File: src/rtl/measure_freq_multi.sv
// Multi-channel frequency counter: per-channel edge counting over a shared gate
// window, with saturation, range alarms and min/max tracking.
module measure_freq_multi #(
  parameter int unsigned NUM_CH        = 4,
  parameter int unsigned CNT_W         = 28,
  parameter int unsigned C_REF_FREQ    = 50000000,
  parameter int unsigned C_GATE_CYCLES = 50000000,
  parameter int unsigned SYNC_STAGES   = 2
) (
  input  logic                    i_ref_clk,
  input  logic                    i_rst,
  input  logic [NUM_CH-1:0]       i_meas,
  input  logic                    i_en,
  input  logic                    i_clr_alarm,
  input  logic [NUM_CH*CNT_W-1:0] i_lo_thr,
  input  logic [NUM_CH*CNT_W-1:0] i_hi_thr,
  output logic [NUM_CH*CNT_W-1:0] o_freq,
  output logic                    o_valid,
  output logic [NUM_CH-1:0]       o_sat,
  output logic [NUM_CH-1:0]       o_alarm,
  output logic [NUM_CH*CNT_W-1:0] o_min,
  output logic [NUM_CH*CNT_W-1:0] o_max
);

  localparam int unsigned GATE_W = (C_GATE_CYCLES > 1) ? $clog2(C_GATE_CYCLES) : 1;
  localparam logic [GATE_W-1:0] GATE_LAST = GATE_W'(C_GATE_CYCLES - 1);
  localparam logic [CNT_W-1:0]  CNT_MAX   = '1;

  // C_REF_FREQ is informational only; it is referenced solely by this guard.
  if (C_REF_FREQ == 0 || C_GATE_CYCLES == 0 || SYNC_STAGES < 2) begin : g_param_check
    $error("measure_freq_multi: invalid parameter set");
  end

  logic [SYNC_STAGES-1:0][NUM_CH-1:0] sync_q, sync_d;
  logic [NUM_CH-1:0]       hist_q, hist_d;
  logic [NUM_CH-1:0]       edge_pulse;
  logic [GATE_W-1:0]       gate_q, gate_d;
  logic [NUM_CH*CNT_W-1:0] cnt_q, cnt_d;
  logic [NUM_CH-1:0]       win_sat_q, win_sat_d;
  logic [NUM_CH*CNT_W-1:0] freq_q, freq_d;
  logic                    valid_q, valid_d;
  logic [NUM_CH-1:0]       sat_q, sat_d;
  logic [NUM_CH-1:0]       alarm_q, alarm_d;
  logic [NUM_CH-1:0]       armed_q, armed_d;
  logic [NUM_CH*CNT_W-1:0] min_q, min_d;
  logic [NUM_CH*CNT_W-1:0] max_q, max_d;
  logic                    terminal;

  always_comb begin
    sync_d     = {sync_q[SYNC_STAGES-2:0], i_meas};
    hist_d     = sync_q[SYNC_STAGES-1];
    edge_pulse = sync_q[SYNC_STAGES-1] & ~hist_q;
  end

  always_comb begin
    logic [CNT_W-1:0] cnt_k;
    logic [CNT_W-1:0] result;
    logic [CNT_W-1:0] lo_k;
    logic [CNT_W-1:0] hi_k;
    logic             at_max;
    logic             oor;

    cnt_k  = '0;
    result = '0;
    lo_k   = '0;
    hi_k   = '0;
    at_max = 1'b0;
    oor    = 1'b0;

    terminal = i_en && (gate_q == GATE_LAST);
    if (!i_en || terminal) begin
      gate_d = '0;
    end else begin
      gate_d = gate_q + GATE_W'(1);
    end
    valid_d = terminal;

    cnt_d     = cnt_q;
    win_sat_d = win_sat_q;
    freq_d    = freq_q;
    sat_d     = sat_q;
    alarm_d   = alarm_q;
    armed_d   = armed_q;
    min_d     = min_q;
    max_d     = max_q;

    for (int unsigned k = 0; k < NUM_CH; k++) begin
      cnt_k  = cnt_q[k*CNT_W +: CNT_W];
      at_max = (cnt_k == CNT_MAX);
      result = (edge_pulse[k] && !at_max) ? cnt_k + CNT_W'(1) : cnt_k;
      lo_k   = i_lo_thr[k*CNT_W +: CNT_W];
      hi_k   = i_hi_thr[k*CNT_W +: CNT_W];
      oor    = ((lo_k != '0) && (result < lo_k)) || (result > hi_k);

      if (i_clr_alarm) begin
        alarm_d[k] = 1'b0;
        armed_d[k] = 1'b0;
      end

      if (!i_en || terminal) begin
        cnt_d[k*CNT_W +: CNT_W] = '0;
        win_sat_d[k]            = 1'b0;
      end else begin
        cnt_d[k*CNT_W +: CNT_W] = result;
        win_sat_d[k]            = win_sat_q[k] | (edge_pulse[k] & at_max);
      end

      // Clear is applied first so a coincident result re-evaluates alarm and reloads min/max.
      if (terminal) begin
        freq_d[k*CNT_W +: CNT_W] = result;
        sat_d[k]                 = win_sat_q[k] | (edge_pulse[k] & at_max);
        alarm_d[k]               = alarm_d[k] | oor;
        if (!armed_d[k]) begin
          min_d[k*CNT_W +: CNT_W] = result;
          max_d[k*CNT_W +: CNT_W] = result;
        end else begin
          if (result < min_q[k*CNT_W +: CNT_W]) min_d[k*CNT_W +: CNT_W] = result;
          if (result > max_q[k*CNT_W +: CNT_W]) max_d[k*CNT_W +: CNT_W] = result;
        end
        armed_d[k] = 1'b1;
      end
    end
  end

  always_ff @(posedge i_ref_clk) begin
    if (i_rst) begin
      sync_q    <= '0;
      hist_q    <= '0;
      gate_q    <= '0;
      cnt_q     <= '0;
      win_sat_q <= '0;
      freq_q    <= '0;
      valid_q   <= 1'b0;
      sat_q     <= '0;
      alarm_q   <= '0;
      armed_q   <= '0;
      min_q     <= '0;
      max_q     <= '0;
    end else begin
      sync_q    <= sync_d;
      hist_q    <= hist_d;
      gate_q    <= gate_d;
      cnt_q     <= cnt_d;
      win_sat_q <= win_sat_d;
      freq_q    <= freq_d;
      valid_q   <= valid_d;
      sat_q     <= sat_d;
      alarm_q   <= alarm_d;
      armed_q   <= armed_d;
      min_q     <= min_d;
      max_q     <= max_d;
    end
  end

  assign o_freq  = freq_q;
  assign o_valid = valid_q;
  assign o_sat   = sat_q;
  assign o_alarm = alarm_q;
  assign o_min   = min_q;
  assign o_max   = max_q;

endmodule

File: config.mk
export PLATFORM = sky130hd
export DESIGN_NAME = measure_freq_multi
export DESIGN_NICKNAME = d
export VERILOG_FILES = /design/src/rtl/measure_freq_multi.sv
export SDC_FILE = /design/constraint.sdc
export NUM_CORES = 1
export LEC_CHECK = 0
export CAP_MARGIN = 20
export CORE_MARGIN = 10
export CORE_UTILIZATION = 58
export CTS_BUF_LIST = sky130_fd_sc_hd__clkbuf_8 sky130_fd_sc_hd__clkbuf_16
export CTS_CLUSTER_SIZE = 24
export DETAILED_ROUTE_END_ITERATION = 8
export PLACE_DENSITY = 0.92
export SYNTH_ARGS = -nofsm -noshare
export SYNTH_HDL_FRONTEND = slang
export SYNTH_SLANG_ARGS = --single-unit
File: constraint.sdc
create_clock -name i_ref_clk -period 11.43 [get_ports i_ref_clk]
set_input_delay 2.8575 -clock i_ref_clk [delete_from_list [all_inputs] [get_ports i_ref_clk]]
set_output_delay 2.8575 -clock i_ref_clk [all_outputs]
set_load 0.02 [all_outputs]
==> impl_metrics.ini <==
[run_status]
status = finished clean

[die]
start_util_pct = 58.6
die_w_microns = 251
die_area_sq_um = 62800
core_area_sq_um = 52700
die_h_microns = 251
ios = 577
rows = 84

[drt]
post-route-drc-count = 0
wl_per_cell_microns = 21.6
wl_microns = 108000
viasPerCell = 6.06
drt_iter0_markers = 2912
drtAntennaViolNets = 0
drtPass1Iterations = 8
vias = 30100

[worst_setup_path]
crit_required_ns = 11.92
cpLargestDelayFamily = compound AO/OA/AOI/OAI gates
critPathKind = reg2reg
start_kind = flop
endpoint_kind = flop
worst-path-max-fanout = 24
max_stage_delay_ns = 0.96
slowest_stage = a2111oi_0
worstPathArrival_ns = 6.76
rrSetupSlack_ns = 5.16
crit_buf_inv = 1
path_cells = ha_1 > nand3_1 > nor4b_2 > a2111oi_0 > nor3b_1 > nand3_1 > xor2_1 > inv_1 > ha_1 > a21o_1 > a21o_1 > a211oi_1 > o21ai_0 > o211ai_1 > o211ai_2 > nand2_1 > mux2_2

[place]
gp_congestion = 0.958
port_buffers = 576
dp_hpwl_microns = 81600

[finish]
nets = 4905
seq_area_sq_um = 10100
final_common_cell = clkdlybuf4s50_1
multi_input_comb_area_sq_um = 18200
final_util_pct = 74.4
drive_above_1_share_pct = 4.37
layout_common_cells = 575 x clkdlybuf4s50_1, 566 x inv_1, 503 x dfxtp_1
area_growth_pct = 26.9
fill_cells = 3595

[timing]
worstMarginPinSlew_ns = 1.07
fin_skew_ns = 0.0200
setup_viol = 0
slew_headroom_pct = 26.5
grt_setup_unrepaired = no
period_minus_slack_ns = 6.27
whs_ns = 0.456
finalMaxSlewViolations = 0
setup_tns_ns = 0
hold_viol = 0
clock.fmax_mhz = 159
finalCritPeriodShare_pct = 54.9

[logic_synthesis]
synth-main-ff-cell = dfxtp_1
synth_area_leader_cell = dfxtp_1
ys_ff_latch = 503
synth_cell_types = 83
syn_nets = 4380
synth_warnings = 0
async_reset_ff_share_pct = 0
syn-mean-instance-area_sq_um = 8.32
synthTopCellsByArea = dfxtp_1 33%, ha_1 18%, inv_1 6.8%, nor2_1 6.1%, a211oi_1 3.9%
synth_edf_count = 0
synthesis.area_sq_um = 30900
ys_seq_area_share_pct = 32.6
syn_inst = 3711
yosysTopAreaCellShare_pct = 32.6

[cts]
root_buffer = clkbuf_16
clock-sinks = 503
post_cts_buffers = 0
cts_resized = 0
numCtsBuffers = 53
cts_hold_buf = 0
clkTransAtPathRegs_ns = 0.07
cts_max_level = 2
clock_path_buffers = 3
worstSkewPairLatency_ns = 0.60
cts_tree = done

[power_and_ir_drop]
p_per_area_nw_per_um2 = 98.4
vdd_ir_drop_max_mv = 0.119
p_leak_nw = 17.2

[global_route]
grt_usage_pct = 32.4
first_global_vias = 30000
grt_pass1_wl_microns = 166000
antenna_found_initial = 4
grt_remaining_overflow = 0
grt_max_degree = 245

[hold_path]
hold_path_class = reg2reg

[job]
drv_cap = 0
==> Yosys cell counts (19+ instances only) <==
master     count
inv_1        559
dfxtp_1      503
nor2_1       501
ha_1         437
a21oi_1      168
a211oi_1     162
nand2_1      134
nand4_1      117
clkbuf_1     105
a21o_1       102
nand3_1       89
o21ai_0       88
xnor2_1       69
mux2i_1       62
xor2_1        60
nor3_1        56
nor4_1        50
a311oi_1      45
nor2b_1       41
mux2_2        38
o2bb2ai_1     32
and4_1        24
and3_1        23
o211ai_1      19
==> area by class of cell <==
cell class                      instances  share of cell area [%]
Antenna cell                            2                  0.0128
Clock buffer                           68                    3.97
Clock inverter                         31                   0.930
Inverter                              559                    5.36
Multi-Input combinational cell       2515                    46.4
Sequential cell                       503                    25.7
Tap cell                              688                    2.20
Timing Repair Buffer                  604                    15.4
==> path summary, 6_finish.rpt <==
kind | startpoint | end | depth (start not counted)
min reg2reg | sync_d[7]$_SDFF_PP0_ | hist_d[3]$_SDFF_PP0_ | 1
min | sync_d[7]$_SDFF_PP0_ | hist_d[3]$_SDFF_PP0_ | 1
max reg2reg | cnt_q[56]$_SDFF_PP0_ | o_min[74]$_SDFFE_PP0P_ | 17
max | cnt_q[56]$_SDFF_PP0_ | o_min[74]$_SDFFE_PP0P_ | 17
==> through the flow <==
stage               std cells  cell area (sq um)  total power, mW  setup slack [ns]
floorplan                3711              30900             1.89              6.68
global placement         4868              37200             2.00              5.31
detailed placement       4868              37200             2.01              5.10
CTS                      4967              39100             3.86              5.33
global route             4969              39200             3.95              4.93
finish                   4970              39200             3.85              5.16
==> state kept, by name (all words and copies together) (netlist names) <==
signal	flops
armed_q	4
sync_d	4
hist_d	4
cnt_q	112
o_max	112
o_min	112
hist_q	4
o_valid	1
win_sat_q	4
o_alarm	4
o_freq	112
gate_q	26
o_sat	4
==> per-layer routing <==
layer | vias up | global-route usage (%) | part of all wire (%) | wire length, microns
li1 | 14000 | - | - | -
met1 | 14100 | 38.4 | 38 | 40900
met2 | 1651 | 54.2 | 47 | 50500
met3 | 357 | 7.55 | 9.9 | 10700
met4 | 4 | 15.9 | 5.1 | 5430
met5 | - | 0 | 0.025 | 27
==> where the power goes <==
group / total, mW / switching (mW) / leakage [nW] / internal (mW)
clock network: 1.88 / 0.745 / 0.970 / 1.14
logic: 0.216 / 0.110 / 12.1 / 0.105
registers: 1.76 / 0.00177 / 4.05 / 1.75
==> kinds of logic after synthesis <==
family	count (synthesis)	share of synthesized area (%)
AO/OA/AOI/OAI	733	16.4
buffers and inverters	693	8.66
adder cells (fa/ha/maj)	437	17.7
flip-flops	503	32.6
XOR/XNOR	132	3.88
multiplexers	100	3.40
AND/OR/NAND/NOR	1113	17.3
==> worst register-to-register path: cells and delay by family, from the launching register on <==
kind,cells,cell delay [ns]
adder cells (fa/ha/maj),2,0.61
multiplexers,1,0.43
buffers and inverters,1,0.24
AND/OR/NAND/NOR,5,1.70
flip-flops,1,0.39
XOR/XNOR,1,0.53
AO/OA/AOI/OAI,7,2.28
No activity file was read; power rests on OpenSTA's default activity.
==> variant: new RTL, same settings <==
`CNT_W`: 28 -> 36.
--- a/src/rtl/measure_freq_multi.sv
+++ b/src/rtl/measure_freq_multi.sv
@@ -3,5 +3,5 @@
 module measure_freq_multi #(
   parameter int unsigned NUM_CH        = 4,
-  parameter int unsigned CNT_W         = 28,
+  parameter int unsigned CNT_W         = 36,
   parameter int unsigned C_REF_FREQ    = 50000000,
   parameter int unsigned C_GATE_CYCLES = 50000000,
Ports: changed (5 resized); port bits go from 577 to 737. The function was not compared with the original's and may differ.
==> variant against the original RTL <==
Sequential cell count grew 128. Power grew 25%. Cell area grew 30%. Worst setup slack gained 20 ps. Largest power group unchanged. Die area grew 26%. Synthesized cell count grew 31%. Largest cell class unchanged. Routed wire length grew 38%. Synthesized area grew 29%.
==> variant: results (changes against the original RTL) <==
Status:
- Run status: complete, no violations (unchanged).

CTS:
- The root buffer selected by CTS was sky130_fd_sc_hd__clkbuf_16 (unchanged).
- The depth of the CTS H-tree is 3 (was 2).
- The clock latency on the worst-skew pair is 630 ps (was 600 ps).

Place:
- The quantity of I/O buffers inserted on ports is 736 (was 576).
- The global placement routability congestion is 0.997 (was 0.958).
- The placed wire-length estimate after detailed placement is 111 mm (was 81.6 mm).

Global routing:
- The via count of the first global-routing pass was 39600 (was 30000).
- The wire length of the first global-routing pass is 223 mm (was 166 mm).
- The number of antenna violations at the first check in global routing came to 3 (was 4).
- The total global routing track utilization was 35.4% (was 32.4%).

Routing:
- The final wirelength came to 148 mm (was 108 mm).
- The violation count after the first detailed-routing iteration came to 3707 (was 2912).
- The via count of the routed design came to 40000 (was 30100).
- The number of detailed-route iterations in the first pass is 6 (was 8).

Final layout:
- The fraction of final layout cells sized beyond drive strength 1 is 5.10% (was 4.37%).
- The number of inserted diodes came to 0 (was 2).

STA:
- The worst-case clock skew is 23.9 ps (was 20.0 ps).
- The headroom to the max-slew limit is 20.6% (was 26.5%).

Setup path:
- The worst endpoint data arrival time was 6800 ps (was 6760 ps).
- The depth of the most critical reg-to-reg path is 14 (was 17).
- The maximum net fanout on the critical path is 36 (was 24).
- The startpoint of the worst-slack reg-to-reg timing path is cnt_q[111] (was cnt_q[56]).
- The critical path capture point is o_min[121] (was o_min[74]).
- The standard cell with the maximum stage delay on the critical path is sky130_fd_sc_hd__nor4bb_1 (was sky130_fd_sc_hd__a2111oi_0).
- The delay of the slowest cell on the worst path is 980 ps (was 960 ps).

Pwr:
- The leakage component of the power was 22.4 nW (was 17.2 nW).
- The peak ir drop on the vdd network is 0.108 mV (was 0.119 mV).

Logic synthesis:
- The post-synthesis share of cell area spent on xor and xnor gates is 3.38% (was 3.88%).
- Dominant cells by area after synthesis: sky130_fd_sc_hd__dfxtp_1, sky130_fd_sc_hd__ha_1, sky130_fd_sc_hd__nand2_1, sky130_fd_sc_hd__mux2i_1, sky130_fd_sc_hd__inv_1 (was sky130_fd_sc_hd__dfxtp_1, sky130_fd_sc_hd__ha_1, sky130_fd_sc_hd__inv_1, sky130_fd_sc_hd__nor2_1, sky130_fd_sc_hd__a211oi_1).
- The net count after synthesis came to 5721 (was 4380).
- The count of distinct cell types in the synthesized netlist is 74 (was 83).
- The share of synthesized area occupied by flip-flops and latches came to 31.8% (was 32.6%).
- The synthesized-area fraction occupied by adder cells was 18.1% (was 17.7%).
[variant: worst min-delay path by stage]
stage / startpoint / to / slack (ps)
finish: sync_d[6] / hist_d[2] / 440
global route: sync_d[4] / hist_d[0] / 460
CTS: sync_d[6] / hist_d[2] / 440
detailed placement: sync_d[6] / hist_d[2] / 420
global placement: sync_d[4] / hist_d[0] / 430
floorplan: sync_d[4] / hist_d[0] / 410
[variant: per-layer routing]
layer,global-route usage (%),wire (um),vias to the layer above
met4,23.2,11200,2
met1,41.7,54700,18700
met2,57.7,66600,2425
li1,-,-,18200
met3,7.70,15500,664
met5,0,7,-
[variant: cell families after synthesis]
| logic type | after synthesis |
|---|---|
| buffers and inverters | 796 |
| AOI/OAI and AO/OA | 701 |
| adders and majority gates | 573 |
| DFF | 631 |
| muxes | 284 |
| xor gates and xnor gates | 153 |
| and+or+nand+nor | 1714 |
[variant: per-stage QoR]
step | std cells | setup slack, ps | utilization, % | cell area (um2)
final | 6542 | 5180 | 75.3 | 50800
after global routing | 6542 | 4790 | 75.3 | 50800
after CTS | 6540 | 5390 | 75.3 | 50800
after detailed placement | 6414 | 5320 | 71.8 | 48400
after global placement | 6413 | 5430 | 71.7 | 48400
after floorplan | 4852 | 6510 | - | 39700
[variant: cell type report]
class	count	area share, %
multi-input combinational	3425	47.4
inverter	632	4.68
timing repair buffer	855	16.3
sequential	631	24.8
clock inverter	43	0.800
tap	873	2.15
clock buffer	83	3.84
[variant: worst max-delay path: cells and delay by family, from the launching register on]
kind / cells / cell delay [ps]
fa+ha+maj: 1 / 360
mux: 1 / 290
compound gates: 4 / 1290
xor+xnor: 1 / 710
simple gates: 6 / 2460
buf+inv: 1 / 610
flops: 1 / 400
[variant: power by group]
part	switching, mW	internal, mW
Combinational	0.147	0.134
Sequential	0.00172	2.20
Clock	0.995	1.34
